### src/rtl/present_dec.sv
// PRESENT-80 iterative block decryptor: key expansion, one inverse round per cycle, final whitening.
// Optional PRESENT_DEC_KEY_REUSE_EN caches the last expanded key so a repeated key skips KEYEXP.
module present_dec #(
  parameter int ROUNDS = 31
) (
  input  logic        clk,
  input  logic        rst,
  input  logic        start,
  input  logic [63:0] ciphertext,
  input  logic [79:0] key_in,
  output logic [63:0] plaintext,
  output logic        busy,
  output logic        done
);

  localparam logic [4:0] ROUNDS_L = 5'(ROUNDS);

  typedef enum logic [1:0] {IDLE, KEYEXP, DEC, FINAL} fsm_e;

  fsm_e        fsm_q;
  logic [63:0] state_q;
  logic [79:0] key_q;
  logic [4:0]  r_q;
  logic [63:0] plaintext_q;
  logic        busy_q;
  logic        done_q;

  logic [79:0] key_fwd_d;
  logic [79:0] key_inv_d;
  logic [63:0] state_dec_d;

  function automatic logic [3:0] sbox(input logic [3:0] x);
    case (x)
      4'h0: return 4'hC;  4'h1: return 4'h5;  4'h2: return 4'h6;  4'h3: return 4'hB;
      4'h4: return 4'h9;  4'h5: return 4'h0;  4'h6: return 4'hA;  4'h7: return 4'hD;
      4'h8: return 4'h3;  4'h9: return 4'hE;  4'hA: return 4'hF;  4'hB: return 4'h8;
      4'hC: return 4'h4;  4'hD: return 4'h7;  4'hE: return 4'h1;  default: return 4'h2;
    endcase
  endfunction

  function automatic logic [3:0] inv_sbox(input logic [3:0] x);
    case (x)
      4'h0: return 4'h5;  4'h1: return 4'hE;  4'h2: return 4'hF;  4'h3: return 4'h8;
      4'h4: return 4'hC;  4'h5: return 4'h1;  4'h6: return 4'h2;  4'h7: return 4'hD;
      4'h8: return 4'hB;  4'h9: return 4'h4;  4'hA: return 4'h6;  4'hB: return 4'h3;
      4'hC: return 4'h0;  4'hD: return 4'h7;  4'hE: return 4'h9;  default: return 4'hA;
    endcase
  endfunction

  function automatic logic [63:0] inv_s_layer(input logic [63:0] x);
    logic [63:0] y;
    for (int i = 0; i < 16; i++) y[4*i +: 4] = inv_sbox(x[4*i +: 4]);
    return y;
  endfunction

  // Inverse bit permutation: bit j lands on 4j mod 63, bit 63 stays put.
  function automatic logic [63:0] inv_p_layer(input logic [63:0] x);
    logic [63:0] y;
    y = '0;
    for (int j = 0; j < 63; j++) y[(4*j) % 63] = x[j];
    y[63] = x[63];
    return y;
  endfunction

  // NOTE: combinational logic uses blocking '=' so later statements see earlier results;
  // every variable gets a full assignment first so no latch can be inferred.
  always_comb begin
    logic [79:0] tmp;
    key_fwd_d          = {key_q[18:0], key_q[79:19]};
    key_fwd_d[79:76]   = sbox(key_fwd_d[79:76]);
    key_fwd_d[19:15]   = key_fwd_d[19:15] ^ r_q;

    tmp                = key_q;
    tmp[19:15]         = tmp[19:15] ^ r_q;
    tmp[79:76]         = inv_sbox(tmp[79:76]);
    key_inv_d          = {tmp[60:0], tmp[79:61]};

    state_dec_d        = inv_s_layer(inv_p_layer(state_q ^ key_q[79:16]));
  end

`ifdef PRESENT_DEC_KEY_REUSE_EN
  logic [79:0] cache_key_q;
  logic [79:0] cache_rk_q;
  logic        cache_valid_q;
  logic        cache_hit;

  assign cache_hit = cache_valid_q && (key_in == cache_key_q);
`endif

  // NOTE: all state is updated with non-blocking '<=' so every register samples
  // pre-edge values, independent of statement order.
  always_ff @(posedge clk) begin
    if (rst) begin
      fsm_q         <= IDLE;
      state_q       <= '0;
      key_q         <= '0;
      r_q           <= '0;
      plaintext_q   <= '0;
      busy_q        <= 1'b0;
      done_q        <= 1'b0;
`ifdef PRESENT_DEC_KEY_REUSE_EN
      cache_valid_q <= 1'b0;
      cache_key_q   <= '0;
      cache_rk_q    <= '0;
`endif
    end else begin
      done_q <= 1'b0;
      case (fsm_q)
        IDLE: begin
          if (start) begin
            state_q <= ciphertext;
            busy_q  <= 1'b1;
`ifdef PRESENT_DEC_KEY_REUSE_EN
            if (cache_hit) begin
              key_q <= cache_rk_q;
              r_q   <= ROUNDS_L;
              fsm_q <= DEC;
            end else begin
              key_q         <= key_in;
              r_q           <= 5'd1;
              fsm_q         <= KEYEXP;
              cache_key_q   <= key_in;
              cache_valid_q <= 1'b0;
            end
`else
            key_q <= key_in;
            r_q   <= 5'd1;
            fsm_q <= KEYEXP;
`endif
          end
        end
        KEYEXP: begin
          key_q <= key_fwd_d;
          if (r_q == ROUNDS_L) begin
            r_q   <= ROUNDS_L;
            fsm_q <= DEC;
`ifdef PRESENT_DEC_KEY_REUSE_EN
            cache_rk_q    <= key_fwd_d;
            cache_valid_q <= 1'b1;
`endif
          end else begin
            r_q <= r_q + 5'd1;
          end
        end
        DEC: begin
          state_q <= state_dec_d;
          key_q   <= key_inv_d;
          r_q     <= r_q - 5'd1;
          if (r_q == 5'd1) fsm_q <= FINAL;
        end
        FINAL: begin
          plaintext_q <= state_q ^ key_q[79:16];
          done_q      <= 1'b1;
          busy_q      <= 1'b0;
          fsm_q       <= IDLE;
        end
        default: fsm_q <= IDLE;
      endcase
    end
  end

  assign plaintext = plaintext_q;
  assign busy      = busy_q;
  assign done      = done_q;

endmodule

### config.mk
export PLATFORM = sky130hd
export DESIGN_NAME = present_dec
export DESIGN_NICKNAME = d
export VERILOG_FILES = /design/src/rtl/present_dec.sv
export SDC_FILE = /design/constraint.sdc
export NUM_CORES = 1
export LEC_CHECK = 0
export BUFFER_PORTS_ARGS = -buffer_cell sky130_fd_sc_hd__buf_2
export CORE_UTILIZATION = 40
export CTS_CLUSTER_SIZE = 40
export DETAILED_ROUTE_END_ITERATION = 8
export GPL_ROUTABILITY_DRIVEN = 0
export PLACE_DENSITY_LB_ADDON = 0.25
export SETUP_SLACK_MARGIN = 0.15
export SYNTH_ARGS = -nofsm -noshare
export SYNTH_HDL_FRONTEND = slang
export SYNTH_SLANG_ARGS = --single-unit
### constraint.sdc
create_clock -name clk -period 3.3 [get_ports clk]
set_input_delay 0 -clock clk [delete_from_list [all_inputs] [get_ports clk]]
set_output_delay 0 -clock clk [all_outputs]
set_load 0.01 [all_outputs]
## Word-level counts from Yosys, hierarchy flattened

Memory sizes are Yosys's and may differ from the RTL's. A register that Yosys moved wholly into a read port is not among the register bits.
Cells that the tools add are included.

| word-level totals | value |
|---|---|
| flip-flop bits (word level) | 217 |
| ROM bits | 1152 |
| bits of input ports | 147 |
| output and inout bits | 66 |
| memories | 18 |

Memories:

| memory | words | width | read ports | clocked after Yosys merged registers in | wr ports | RTL line | text |
|---|---|---|---|---|---|---|---|
| (no name shown) | 16 | 4 | 1 | 1 | 0 | 33 | `case (x)` |
| (no name shown) | 16 | 4 | 1 | 1 | 0 | 42 | `case (x)` |
| (no name shown) | 16 | 4 | 1 | 0 | 0 | 42 |  |
| (no name shown) | 16 | 4 | 1 | 0 | 0 | 42 |  |
| (no name shown) | 16 | 4 | 1 | 0 | 0 | 42 |  |
| (no name shown) | 16 | 4 | 1 | 0 | 0 | 42 |  |
| 12 more memories | -- | -- | -- | -- | -- | -- |  |

| operators by class | value |
|---|---|
| add/sub/neg operators | 2 |
| eq/ne operators | 8 |
| mux-type cells | 18 |
| bitwise logic cells | 3 |
| reduce and logical (&&, ||, !) cells | 8 |

Operator list:

| operator | count |
|---|---|
| 80-bit one-hot mux with 3 select lines | 1 |
| 64-bit one-hot mux with 2 select lines | 1 |
| 80-bit two-way mux | 1 |
| 64-bit two-way mux | 1 |
| 64-bit XOR | 1 |
| 4-bit two-way mux | 4 |
| 5-bit one-hot mux with 3 select lines | 1 |
| 5-bit two-way mux | 2 |
| 5-bit XOR | 2 |
| 2-bit one-hot mux with 4 select lines | 1 |
| 2-bit two-way mux | 3 |
| 2-bit inequality test (second input constant) | 3 |
| 2-bit AND reduction | 3 |
| 5-bit by 1-bit adder with 5-bit output (second input constant) | 1 |
| 5-bit by 1-bit equality test with 1-bit output (second input constant) | 1 |
| 5-bit equality test (second input constant) | 1 |
| 5-bit by 1-bit subtractor with 5-bit output (second input constant) | 1 |
| 2-bit equality test (second input constant) | 2 |
| 2-bit nonzero test | 2 |
| 3-bit AND reduction | 1 |
| 3-bit nonzero test | 1 |
| 2-bit by 1-bit equality test with 1-bit output (second input constant) | 1 |
| 2-bit logical NOT | 1 |
| 1-bit two-way mux | 2 |
| 1-bit one-hot mux with 2 select lines | 1 |

## Depth between registers and ports, before layout

Gate-level depths: netlist of run 1.

| depth | value |
|---|---|
| depth in word-level cells | 5 |
| depth in mapped cells | 13 |
| gate-level depth less buffers | 11 |

## Least setup slack after synthesis of run 1

No wires, ideal clock.

| timing | value |
|---|---|
| path kind | register to register |
| start point | register fsm_q[0] |
| end point | register key_inv_d[17] (netlist name) |
| setup time | 0.119 ns |
| arrival | 2.716 ns |
| required time | 3.181 ns |
| slack | 0.465 ns |
| cell stages (with the launch flop) | 12 |
| buffers on the path | 2 |
| period minus slack after synthesis | 2.835 ns |
| path through | dfxtp_1 inv_1 ha_1 buf_4 buf_2 nor2_1 a2111o_1 nand2_1 inv_1 ha_1 or2_2 o221a_2 |

| on the way | value |
|---|---|
| word-level cells in the longest chain between the ends | 5 |
| elaborated cells between the ends (all ways) | 9 |
| classes of those cells | eq/ne: 3; mux: 3; reduce/logical: 3 |

Ends and longest elaborated chain:

| what | RTL line | text |
|---|---|---|
| start, declared | 20 | `fsm_e fsm_q;` |
| start signal, assigned | 94 | `fsm_q <= IDLE;` |
| start signal, assigned | 128 | `fsm_q <= KEYEXP;` |
| start signal, assigned | 136 | `fsm_q <= DEC;` |
| 2-bit equality test (tied with other cells) | 108 | `case (fsm_q)` |
| 3-bit nonzero test (no line) / 2-bit inequality test (equally long branches) | -- |  |
| 2-bit AND reduction (no line) | -- |  |
| 4-bit two-way mux (no line) * (2 in series) | -- |  |

Every way passes the cells marked *; elsewhere a longest branch is shown, timed or not.
A chain may end at the register's enable or synchronous reset.

## Worst setup path after layout of run 1

| timing | value |
|---|---|
| start point | register fsm_q[0] |
| end point | register key_inv_d[17] (netlist name) |

| on the way | value |
|---|---|
| word-level cells in the longest chain between the ends | 5 |
| elaborated cells between the ends (all ways) | 9 |
| classes of those cells | eq/ne: 3; mux: 3; reduce/logical: 3 |

Ends and longest elaborated chain:

| what | RTL line |
|---|---|
| 2-bit equality test (tied with other cells) | 108 |
| 3-bit nonzero test (no line) / 2-bit inequality test (equally long branches) | -- |
| 2-bit AND reduction (no line) | -- |
| 4-bit two-way mux (no line) * (2 in series) | -- |

Marks and branches as above.

==> flow_metrics.env, run 1 <==
export IMPL_switching_share_pct=47.4
export IMPL_post_cts_buffers=0
export IMPL_final_cell_mix="nor2_1, dfxtp_1, buf_2"
export IMPL_syn_inst=1669
export IMPL_cellPowerDensity_mw_per_mm2=1210
export IMPL_grt_overflow=0
export IMPL_synth_seq_area_share_pct=32.4
export IMPL_cts_sinks=225
export IMPL_combPwrFrac_pct=60.9
export IMPL_netlist_cell_type_count=63
export IMPL_power_frac_clock_pct=15.6
export IMPL_worstSkewPairLatency_ns=0.55
export IMPL_port_buffers=212
export IMPL_timing_rr_start="fsm_q[0]"
export IMPL_timing_final_ws_setup_ns=0.357
export IMPL_hpwl_um=34300
export IMPL_p_leak_nw=7.75
export IMPL_start_util_pct=41.1
export IMPL_wl_per_cell_um=19.9
export IMPL_regToRegSetupSlack_ns=0.36
export IMPL_placed_area_sq_mm=0.0155
export IMPL_endpoint="key_inv_d[17]"
export IMPL_final_max_slew_viol_count=0
export IMPL_finalCriticalPeriod_ns=2.94
export IMPL_syn_num_nets=1932
export IMPL_worst_pin_slew_ns=1.09
export IMPL_cts_buffer_depth=3
export IMPL_power_frac_seq_pct=23.5
export IMPL_num_rows=67
export IMPL_p_total_w=0.0217
export IMPL_startpoint_type="register"
export IMPL_setup_viol=0
export IMPL_ys_flop_type="dfxtp_1"
export IMPL_tritoncts="built"
export IMPL_max_vdd_ir_drop_mv=0.765
export IMPL_pin_count=213
export IMPL_grt_pass1_wl_um=73300
export IMPL_crit_start="fsm_q[0]"
export IMPL_cts_buffers=27
export IMPL_drt_total_wl_um=48500
export IMPL_final_cell_area_sq_mm=0.0179
export IMPL_synthToLayoutAreaGrowth_pct=28.4
export IMPL_nets=2231
export IMPL_skew_ns=0.0224
export IMPL_vias_per_cell=5.62
export IMPL_run_status="completed"
export IMPL_htree_levels=1
export IMPL_fin_crit_sh_pct=89.2
export IMPL_internal_power_w=0.0114
export IMPL_ys_ff_latch=225
export IMPL_drv_cap=0
export IMPL_antenna_left=0
export IMPL_nFillCells=3150
export IMPL_netlist_area_sq_mm=0.0139
export IMPL_antenna_found_initial=0
export IMPL_max_slew_margin_pct=26.7
export IMPL_antenna_cells=0
export IMPL_final_common_cell="nor2_1"
export IMPL_die_y_um=188
export IMPL_max_freq_mhz=340
export IMPL_yosys_warnings=0
export IMPL_avgSynthCellArea_sq_um=8.33
export IMPL_cts_root_buf="clkbuf_16"
export IMPL_die_area_sq_mm=0.0355
export IMPL_async_flop_share_pct=0
export IMPL_cts_resized=0
export IMPL_cp_arrival_ns=3.36
export IMPL_drt_initial_drc_count=1317
export IMPL_critical_path_max_fanout=74
export IMPL_holdBufCountCts=138
export IMPL_final_setup_tns_ns=0
export IMPL_drc=0
export IMPL_dr_pass1_iters=5
export IMPL_end_kind="register"
export IMPL_hold_ws_ns=0.0416
export IMPL_final_layout_size_suffix_gt1_share_pct=18.0
export IMPL_path_class="register to register"
export IMPL_die_w_um=188
export IMPL_track_usage_pct=26.4
export IMPL_grt_setup_unrepaired="false"
export IMPL_p_switching_w=0.0103
export IMPL_first_global_vias=12600
export IMPL_grt_max_degree=150
export IMPL_worstReg2RegEnd="key_inv_d[17]"
export IMPL_dp_slack_ns=0.394
export IMPL_core_area_sq_mm=0.0339
export IMPL_clk_pin_slew_ns=0.06
export IMPL_synth_edff_count=0
export IMPL_report_final_hold_viol_count=0
export IMPL_hp_class="input pin to register"
export IMPL_required_ns=3.72
export IMPL_vias=13700
export IMPL_reg2reg_depth=8
-- metrics by stage --
step                utilization (%)  instances
finish                         52.7       2437
floorplan                         -       1669
global placement               45.7       2249
CTS                            52.7       2437
global route                   52.7       2437
detailed placement             45.7       2249
-- cell families (layout without fill, tap and decap cells) --
family / count (synthesis) / count (layout) / share of synthesized area [%]
and+or+nand+nor: 525 / 525 / 15.8
AOI/OAI and AO/OA: 420 / 420 / 21.2
DFF: 225 / 225 / 32.4
buffers and inverters: 217 / 537 / 6.12
adders and majority gates: 116 / 116 / 10.4
xor gates and xnor gates: 93 / 93 / 5.86
muxes: 73 / 73 / 8.24
-- flip-flops by register name (all words and copies together) (netlist names) --
signal	flops
key_q	80
fsm_q	2
done	1
busy	1
key_inv_d	4
r_q	5
key_fwd_d	4
state_q	64
plaintext	64
-- power groups by stage --
| stage | clock, W | sequential (W) | combinational (W) |
|---|---|---|---|
| 6_report | 0.00338 | 0.00509 | 0.0132 |
| 5_1_grt | 0.00354 | 0.00514 | 0.0146 |
| 4_1_cts | 0.00342 | 0.00503 | 0.0130 |
| 3_5_place_dp | 0 | 0.00508 | 0.0128 |
| 3_3_place_gp | 0 | 0.00506 | 0.0125 |
| 2_1_floorplan | 0 | 0.00442 | 0.00976 |
-- layer usage --
layer | up-vias | share of wire (%) | track usage [%]
met1 | 6503 | 45 | 38.0
met2 | 600 | 44 | 40.7
met4 | 0 | 3.3 | 9.46
met3 | 79 | 7.0 | 2.64
li1 | 6519 | - | -
met5 | - | 0 | 0
-- worst min path at each step --
stage / from / endpoint / slack, ns / cells after the start
5_1_grt: start / busy / 0.06 / 5
2_1_floorplan: ciphertext[11] / state_q[11] / 0.14 / 2
3_5_place_dp: ciphertext[33] / state_q[33] / 0.24 / 3
4_1_cts: key_in[77] / key_q[77] / 0.04 / 5
3_3_place_gp: ciphertext[41] / state_q[41] / 0.23 / 3
6_report: start / busy / 0.04 / 5
-- Yosys cell counts, types with 2 or more instances --
master	instances	share of area (%)
nor2_1	252	6.8
dfxtp_1	225	32
nand2_1	153	4.1
ha_1	116	10
inv_1	95	2.6
clkbuf_1	87	2.3
a21oi_1	84	3.0
nor3_1	78	2.8
a221oi_1	74	4.7
xnor2_1	66	4.2
a211oi_1	59	3.2
o211ai_1	56	3.0
o21ai_0	56	2.0
mux4_2	32	5.2
mux2i_1	29	2.1
xor2_1	27	1.7
a31oi_1	16	0.72
buf_1	15	0.40
nand3_1	15	0.54
buf_2	13	0.47
mux2_2	12	0.97
a22o_1	11	0.69
o21a_1	11	0.59
a22oi_1	8	0.43
a311oi_1	8	0.50
nor2b_1	6	0.27
a2111oi_0	4	0.25
a211o_1	4	0.25
and2_1	4	0.18
o211a_1	4	0.29
o22ai_1	4	0.18
buf_4	3	0.16
nor3b_1	3	0.16
o2111a_1	3	0.24
or4_1	3	0.16
a21o_1	2	0.11
inv_2	2	0.054
nand2b_1	2	0.090
o311a_1	2	0.14
o31ai_1	2	0.11
-- cell type report --
class	instances	area, sq um	area share, %
Timing Repair Buffer	390	2820	15.8
Tap cell	448	561	3.14
Inverter	97	364	2.04
Multi-Input combinational cell	1227	8610	48.2
Clock buffer	35	746	4.17
Clock inverter	15	258	1.44
Sequential cell	225	4500	25.2
-- critical path: stages (launching register included) --
cell,delay [ns]
dfxtp_1,0.45
inv_1,0.16
ha_2,0.44
buf_4,0.60
inv_2,0.12
o21ai_0,0.26
a21oi_2,0.20
or2_2,0.33
o221a_2,0.27
No activity file was read; power rests on OpenSTA's default activity.
==> run 2, diff against run 1 <==
- CORE_UTILIZATION: 40 -> 51
==> flow_metrics.env, run 2 (synthesis results as in run 1) <==
export IMPL_p_switching_w=0.0103
export IMPL_worstSkewPairLatency_ns=0.54
export IMPL_max_slew_margin_pct=28.9
export IMPL_regArea_sq_mm=0.00450
export IMPL_combPwrFrac_pct=61.5
export IMPL_drc=0
export IMPL_pin_count=213
export IMPL_cellPowerDensity_mw_per_mm2=1220
export IMPL_max_freq_mhz=339
export IMPL_clk_pin_slew_ns=0.06
export IMPL_setup_viol=0
export IMPL_skew_ns=0.0112
export IMPL_reg2reg_depth=10
export IMPL_power_frac_seq_pct=23.6
export IMPL_drt_initial_drc_count=1668
export IMPL_port_buffers=212
export IMPL_p_total_w=0.0214
export IMPL_grt_max_degree=148
export IMPL_end_kind="register"
export IMPL_drt_total_wl_um=47500
export IMPL_cts_buffers=25
export IMPL_report_final_hold_viol_count=0
export IMPL_final_common_cell="nor2_1"
export IMPL_first_global_vias=13300
export IMPL_required_ns=3.73
export IMPL_htree_levels=1
export IMPL_grt_overflow=0
export IMPL_critical_path_max_fanout=73
export IMPL_grt_pass1_wl_um=73400
export IMPL_nets=2225
export IMPL_cp_arrival_ns=3.38
export IMPL_multi_input_area_sq_mm=0.00861
export IMPL_power_frac_clock_pct=15.0
export IMPL_final_max_slew_viol_count=0
export IMPL_cts_root_buf="clkbuf_16"
export IMPL_start_util_pct=51.8
export IMPL_dr_pass1_iters=6
export IMPL_track_usage_pct=33.4
export IMPL_grt_setup_unrepaired="false"
export IMPL_run_status="completed"
export IMPL_worst_pin_slew_ns=1.06
export IMPL_hp_class="input pin to register"
export IMPL_die_area_sq_mm=0.0279
export IMPL_path_class="register to register"
export IMPL_startpoint_type="register"
export IMPL_antenna_left=0
export IMPL_largest_register_ffs=80
export IMPL_internal_power_w=0.0111
export IMPL_antenna_found_initial=0
export IMPL_regMostFlops="key_q"
export IMPL_die_y_um=167
export IMPL_nFillCells=2189
export IMPL_post_cts_buffers=0
export IMPL_wl_per_cell_um=20.5
export IMPL_final_setup_tns_ns=0
export IMPL_die_w_um=167
export IMPL_cts_buffer_depth=3
export IMPL_p_leak_nw=7.66
export IMPL_num_rows=60
export IMPL_hpwl_um=32800
export IMPL_switching_share_pct=48.2
export IMPL_fin_crit_sh_pct=89.4
export IMPL_final_cell_mix="nor2_1, dfxtp_1, buf_2"
export IMPL_synthToLayoutAreaGrowth_pct=26.4
export IMPL_cts_sinks=225
export IMPL_vias=14000
export IMPL_max_vdd_ir_drop_mv=0.706
export IMPL_antenna_cells=0
export IMPL_vias_per_cell=6.02
export IMPL_finalCriticalPeriod_ns=2.95
export IMPL_final_layout_size_suffix_gt1_share_pct=17.8
export IMPL_whs_path_depth=5
export IMPL_drv_cap=0
export IMPL_tritoncts="built"
export IMPL_core_area_sq_mm=0.0269
run 2: cell types whose count changed in the layout (fill, tap and decap cells not counted), moves of 3 or more:
cell and change:
clkinv_2 -3, clkbuf_8 -4, clkinv_4 +3, buf_12 -4, clkbuf_1 -4, clkinvlp_4 +6
run 2: stage by stage:
step	util (%)	hold WS (ns)	instances	area (sq um)	setup slack, ns
floorplan	-	0.139	1669	13900	0.465
global placement	56.8	0.237	2137	15300	0.507
detailed placement	56.8	0.237	2137	15300	0.407
CTS	65.4	0.00433	2321	17600	0.386
global route	65.4	0.104	2321	17600	0.152
finish	65.4	0.0249	2321	17600	0.350
run 2: worst paths after layout:
path / from / end / slack [ns]
min reg2reg: state_q[47] / state_q[47] / 0.45
max: fsm_q[0] / key_q[59] / 0.35
min: start / busy / 0.02
max reg2reg: fsm_q[0] / key_q[59] / 0.35
run 2: power by group through the flow:
stage	Sequential, W	Clock, W	Combinational [W]
after global routing	0.00511	0.00332	0.0145
after detailed placement	0.00504	0	0.0127
final	0.00506	0.00321	0.0132
after global placement	0.00503	0	0.0123
after floorplan	0.00442	0	0.00976
after CTS	0.00499	0.00322	0.0129
run 2: worst max-delay path: stages, from the launching register on:
cell and delay, ns:
dfxtp_1 0.45, inv_1 0.15, ha_2 0.43, buf_4 0.24
inv_2 0.06, buf_4 0.34, a221oi_1 0.30, nor3_1 0.07
a21oi_1 0.15, nor2_1 0.05, dlygate4sd3_1 0.55
run 2: cell type report:
type | instances | share of cell area, %
inverters | 97 | 2.07
clock inverters | 20 | 1.75
clock buffers | 25 | 3.56
multi-input cells | 1227 | 49.0
flip-flops and latches | 225 | 25.6
repair buffers | 386 | 15.6
well taps | 341 | 2.43
run 2: timing repair:
item                                   4_1_cts  5_1_grt
hold buffers                               139        0
resized for setup                            0        1
setup endpoints to repair                    0        1
endpoints found under the hold margin      140        0
run 2: layer usage:
metal	track usage (%)	vias up	part of all wire (%)
met5	0	-	0
met4	16.0	0	4.9
met3	5.74	138	9.2
met2	52.5	721	44
met1	44.6	6589	41
li1	-	6526	-
